<file path="src/rtl/bus_bridge_req_queue.sv">
// -----------------------------------------------------------------------------
// bus_bridge_req_queue
//
// Request buffer and sequencer that sits directly upstream of the bus bridge
// initiator. Requests from the bridge target side are queued in a DEPTH-entry
// FIFO. They are issued downstream one at a time. Each response is captured and
// returned upstream in request order. A watchdog raises a sticky flag when a
// response takes too long to arrive. The watchdog never aborts the transaction.
//
// Ports
//   clk, rst_n        rising-edge clock, asynchronous active-low reset
//   up_req_*          upstream request channel (valid/ready/payload)
//   up_resp_*         upstream response channel (valid/ready/payload)
//   dn_req_*          request channel to the initiator interface
//   dn_resp_*         response channel from the initiator interface
//   occupancy         number of FIFO entries currently held
//   busy              a transaction is in flight or requests are queued
//   timeout_err       sticky response-wait watchdog flag, cleared by reset only
// -----------------------------------------------------------------------------

package bus_bridge_pkg;

    typedef struct packed {
        logic [15:0] addr;
        logic [7:0]  write_data;
        logic        is_write;
    } bus_bridge_req_t;

    typedef struct packed {
        logic        is_write;
        logic [7:0]  read_data;
    } bus_bridge_resp_t;

endpackage

module bus_bridge_req_queue
    import bus_bridge_pkg::*;
#(
    parameter int DEPTH          = 4,    // power of two, >= 2
    parameter int TIMEOUT_CYCLES = 1024  // >= 2
) (
    input  logic                     clk,
    input  logic                     rst_n,

    input  logic                     up_req_valid,
    output logic                     up_req_ready,
    input  bus_bridge_req_t          up_req_payload,

    output logic                     up_resp_valid,
    input  logic                     up_resp_ready,
    output bus_bridge_resp_t         up_resp_payload,

    output logic                     dn_req_valid,
    input  logic                     dn_req_ready,
    output bus_bridge_req_t          dn_req_payload,

    input  logic                     dn_resp_valid,
    output logic                     dn_resp_ready,
    input  bus_bridge_resp_t         dn_resp_payload,

    output logic [$clog2(DEPTH):0]   occupancy,
    output logic                     busy,
    output logic                     timeout_err
);

    localparam int PTR_W  = $clog2(DEPTH);
    localparam int CNT_W  = PTR_W + 1;
    localparam int WAIT_W = $clog2(TIMEOUT_CYCLES);

    localparam logic [CNT_W-1:0]  FULL_CNT  = CNT_W'(DEPTH);
    localparam logic [WAIT_W-1:0] WAIT_LAST = WAIT_W'(TIMEOUT_CYCLES - 1);
    localparam logic [WAIT_W-1:0] WAIT_PRE  = WAIT_W'(TIMEOUT_CYCLES - 2);

    localparam logic [1:0] S_IDLE = 2'd0;
    localparam logic [1:0] S_WAIT = 2'd1;
    localparam logic [1:0] S_RESP = 2'd2;

    bus_bridge_req_t  mem [DEPTH];
    logic [PTR_W-1:0] wr_ptr;
    logic [PTR_W-1:0] rd_ptr;
    logic [CNT_W-1:0] count;

    logic [1:0]        state;
    logic [WAIT_W-1:0] wait_cnt;
    bus_bridge_resp_t  resp_reg;

    logic push;
    logic pop;

    // NOTE: rst_n gates the ready combinationally. The empty count alone would
    // otherwise advertise space while the block is held in reset.
    assign up_req_ready    = rst_n && (count != FULL_CNT);
    assign dn_req_valid    = (state == S_IDLE) && (count != '0);
    assign dn_req_payload  = mem[rd_ptr];
    assign dn_resp_ready   = (state == S_WAIT);
    assign up_resp_valid   = (state == S_RESP);
    assign up_resp_payload = resp_reg;
    assign occupancy       = count;
    assign busy            = (state != S_IDLE) || (count != '0);

    assign push = up_req_valid && up_req_ready;
    assign pop  = dn_req_valid && dn_req_ready;

    // NOTE: the storage array has no reset. Only the pointers and the count
    // define which entries are live, so stale contents are never observed as
    // valid.
    always_ff @(posedge clk) begin
        if (push) begin
            mem[wr_ptr] <= up_req_payload;
        end
    end

    // Pointers are exactly PTR_W bits wide, so they wrap modulo DEPTH on their own.
    // NOTE: all sequential state uses non-blocking assignments. This lets every
    // block read the pre-edge values of the other blocks.
    always_ff @(posedge clk or negedge rst_n) begin
        if (!rst_n) begin
            wr_ptr <= '0;
            rd_ptr <= '0;
            count  <= '0;
        end else begin
            if (push) wr_ptr <= wr_ptr + PTR_W'(1);
            if (pop)  rd_ptr <= rd_ptr + PTR_W'(1);
            case ({push, pop})
                2'b10:   count <= count + CNT_W'(1);
                2'b01:   count <= count - CNT_W'(1);
                default: count <= count;
            endcase
        end
    end

    // Sequencer: only one request is outstanding downstream. The watchdog
    // counter saturates at TIMEOUT_CYCLES-1. It sets the sticky flag on the same
    // edge that it reaches that value.
    always_ff @(posedge clk or negedge rst_n) begin
        if (!rst_n) begin
            state       <= S_IDLE;
            wait_cnt    <= '0;
            timeout_err <= 1'b0;
            resp_reg    <= '0;
        end else begin
            case (state)
                S_IDLE: begin
                    if (pop) begin
                        state    <= S_WAIT;
                        wait_cnt <= '0;
                    end
                end
                S_WAIT: begin
                    if (dn_resp_valid) begin
                        resp_reg <= dn_resp_payload;
                        state    <= S_RESP;
                    end else if (wait_cnt != WAIT_LAST) begin
                        wait_cnt <= wait_cnt + WAIT_W'(1);
                        if (wait_cnt == WAIT_PRE) begin
                            timeout_err <= 1'b1;
                        end
                    end
                end
                S_RESP: begin
                    if (up_resp_ready) begin
                        state <= S_IDLE;
                    end
                end
                default: state <= S_IDLE;
            endcase
        end
    end

endmodule

</file>
<file path="config.mk">
export PLATFORM = sky130hd
export DESIGN_NAME = bus_bridge_req_queue
export DESIGN_NICKNAME = d
export VERILOG_FILES = /design/src/rtl/bus_bridge_req_queue.sv
export SDC_FILE = /design/constraint.sdc
export NUM_CORES = 1
export LEC_CHECK = 0
export BUFFER_PORTS_ARGS = -buffer_cell sky130_fd_sc_hd__buf_2
export CORE_ASPECT_RATIO = 0.7
export CORE_MARGIN = 3
export CORE_UTILIZATION = 40
export CTS_CLUSTER_DIAMETER = 30
export CTS_CLUSTER_SIZE = 40
export DETAILED_ROUTE_END_ITERATION = 8
export PLACE_DENSITY = 0.68
export SLEW_MARGIN = 15
export SYNTH_ARGS = -nofsm -noshare
export SYNTH_HDL_FRONTEND = slang
export SYNTH_SLANG_ARGS = --single-unit
export TNS_END_PERCENT = 100
</file>
<file path="constraint.sdc">
create_clock -name clk -period 2.6 [get_ports clk]
set_clock_uncertainty 0.15 [all_clocks]
set_input_delay 0.13 -clock clk [delete_from_list [all_inputs] [get_ports clk]]
set_output_delay 0.13 -clock clk [all_outputs]
set_load 0.05 [all_outputs]
</file>
==> impl_metrics.ini <==
[setup_path]
slowest_delay_ns = 0.43
crit_required_ns = 2.77
arrival_ns = 2.59
path_class = reg -> reg
critPathLaunchType = flip-flop
endpoint_kind = flip-flop
r2r_slack_ns = 0.19
cp_top_family = simple AND/OR/NAND/NOR gates
worstPathCellList = or3b_1, nor2_1, ha_1, inv_1, fa_1, xor2_1, nor2_1, xor2_1
cp_num_buf_inv = 1
crit_fanout = 6
crit_slowest_cell = dfrtp_1

[final_layout]
finalNetCount = 453
syn_to_final_growth_pct = 31.57
multiInputGateArea_sq_um = 1267
nFillCells = 959
ff_latch_area_sq_um = 3731
final_common_cell = edfxtp_1
drive_gt1_share_pct = 38.52
mostFrequentLayoutCells = edfxtp_1, buf_2, dlygate4sd3_1
antenna_cells = 0

[logic_synthesis]
synthesis.nets = 318
synth_compound_area_share_pct = 4.035
synthArstFlopShare_pct = 22.48
post-synth-top-area-cell = edfxtp_1
synth_xor_area_share_pct = 1.033
muxShareOfSynthArea_pct = 13.48
synth_seq_area_share_pct = 73.33
post_synth_and_or_nand_nor_area_fraction_pct = 3.962
synth_cells = 270
synth_top_family_by_area = multiplexers
synth_enable_flop_cells = 100
avgSynthCellArea_sq_um = 18.83
synth.distinct_cells = 35
synthTopCellsByArea = edfxtp_1, dfrtp_1, mux4_2, mux2_2, ha_1
synth_fa_ha_area_share_pct = 2.116
synthDominantCellAreaShare_pct = 59.06
yosysWarnings = 0
ys_seq_elements = 129
syn-cell-area_sq_um = 5085
synth_ff_type = edfxtp_1

[placed_design]
io_buffers = 82
routabilityCongestion = 0.7388
dpl.hpwl_microns = 6430
place_ws_ns = 0.2300

[floorplan]
num_rows = 33
core_sq_um = 12060
die_x_microns = 140.8
die_h_microns = 100.3
io_pins = 83
die-area_sq_um = 14120
start_util_pct = 42.18

[pwr]
p_seq_share_pct = 33.7
p_per_area_nw_per_um2 = 1217
comb_power_share_pct = 38.6
netSwitchingFraction_pct = 38.93
clockPowerShare_pct = 27.7
ir_drop_uv = 544.1
internal_power_mw = 4.973
switchingPower_mw = 3.170
cellLeakagePower_nw = 2.595

[global_routing]
grt_start_max_net_pins = 30
grt_pass1_vias = 3095
grt_pass1_wl_microns = 16500
antenna_found_initial = 0
grt_usage_pct = 15.31
gr-total-overflow = 0

[drt]
dr.pass1.iters = 4
drcViolationCount = 0
vias = 2889
wl_microns = 10190
drtIter0Drc = 195
ant_nets = 0
avgRoutedWirePerCell_microns = 17.73
viasPerCell = 5.024

[sta]
fin_crit_ns = 2.414
max_slew_margin_pct = 70.12
rsz0062_at_grt = false
fin_crit_sh_pct = 92.85
slew_viol_final = 0
setup_viol = 0
worst_pin_slew_ns = 0.4447
timing.final.ws_setup_ns = 0.1860
hold_violations = 0
setup_tns_ns = 0
max_freq_ghz = 0.4142

[cts]
h-tree-depth = 4
clock_latency_ns = 0.40
cts_tree = built
path_clk_slew_ns = 0.06
cts_num_sinks = 129
cts_buffers = 17
ctsResizeCount = 0
root_buffer = clkbuf_16
cts_buffer_depth = 2

[job]
maxCapViolations = 0

[worst_hold_path]
hold_path.class = in -> reg

[status]
status = complete, no violations
## path summary, 6_finish.rpt
check / start / endpoint / depth (start not counted)
worst max-delay path: state[0]$_DFFE_PN0P_ / occupancy[2]$_DFFE_PN0P_ / 8
min in group asynchronous: rst_n / occupancy[0]$_DFFE_PN0P_ / 3
max in group asynchronous: rst_n / rd_ptr[0]$_DFFE_PN0P_ / 3
worst min register to register: rd_ptr[1]$_DFFE_PN0P_ / rd_ptr[1]$_DFFE_PN0P_ / 1
worst min-delay path: dn_req_ready / rd_ptr[0]$_DFFE_PN0P_ / 4
worst max register to register: state[0]$_DFFE_PN0P_ / occupancy[2]$_DFFE_PN0P_ / 8
## registers in the layout, summed over array words and instances (netlist names)
register,count
mem,100
wait_cnt,10
up_resp_payload,9
occupancy,3
rd_ptr,2
state,2
wr_ptr,2
timeout_err,1
## cell usage after synthesis (all sizes together) (6+ instances only)
master,n
and3,6
buf,6
clkbuf,8
dfrtp,29
edfxtp,100
ha,7
inv,12
mux2,10
mux4,25
nand2,7
nor2,7
o21ai,6
o31ai,10
## cell families (layout without fill, tap and decap cells)
| group | after synthesis | after routing |
|---|---|---|
| flops | 129 | 129 |
| buf+inv | 26 | 174 |
| mux | 36 | 36 |
| simple gates | 37 | 37 |
| xor+xnor | 6 | 6 |
| compound gates | 28 | 28 |
| fa+ha+maj | 8 | 8 |
## power by group through the flow
| stage | Combinational [mW] | Sequential, mW | Clock (mW) |
|---|---|---|---|
| floorplan | 2.11 | 3.07 | 0 |
| global placement | 3.10 | 2.76 | 0 |
| detailed placement | 3.15 | 2.79 | 0 |
| CTS | 3.20 | 2.75 | 2.31 |
| global route | 3.33 | 2.78 | 2.40 |
| finish | 3.15 | 2.74 | 2.25 |
## through the flow
step                      power (mW)  instance area (sq um)  hold slack (ns)  instances  util, %
final                          8.144                   6690          0.09348        575    55.49
after floorplan                5.175                   5101          -0.3156        270        -
after global placement         5.861                   5738          0.02759        505    47.59
after CTS                      8.254                   6690          0.08336        575    55.49
after detailed placement       5.935                   5738          0.03456        505    47.59
after global routing           8.513                   6690           0.1180        575    55.49
## area by class of cell
cell class              instances  area share, %
flip-flops and latches        129          55.77
well taps                     157          2.936
inverters                      12         0.6733
repair buffers                130          13.13
clock inverters                14          2.132
multi-input cells             115          18.95
clock buffers                  18          6.415
## per-layer routing
layer	wire, microns	track usage, %	part of all wire, %	vias up
li1	-	-	-	1344
met1	4500	19.58	44	1476
met2	5275	25.99	52	62
met3	331	3.667	3.2	7
met4	85	5.138	0.83	0
met5	0	0	0	-
## timing repair
action	CTS	global route
hold buffers	38	0
setup buffers	0	0
endpoints found under the hold margin	143	0
## worst reg2reg max path, stage by stage, from the launching register on
cell     delay, ns
dfrtp_1       0.43
or3b_1        0.42
nor2_1        0.22
ha_1          0.24
inv_1         0.06
fa_1          0.38
xor2_1        0.15
nor2_1        0.12
xor2_1        0.16
Note: power is estimated with default switching activity, not from simulation.
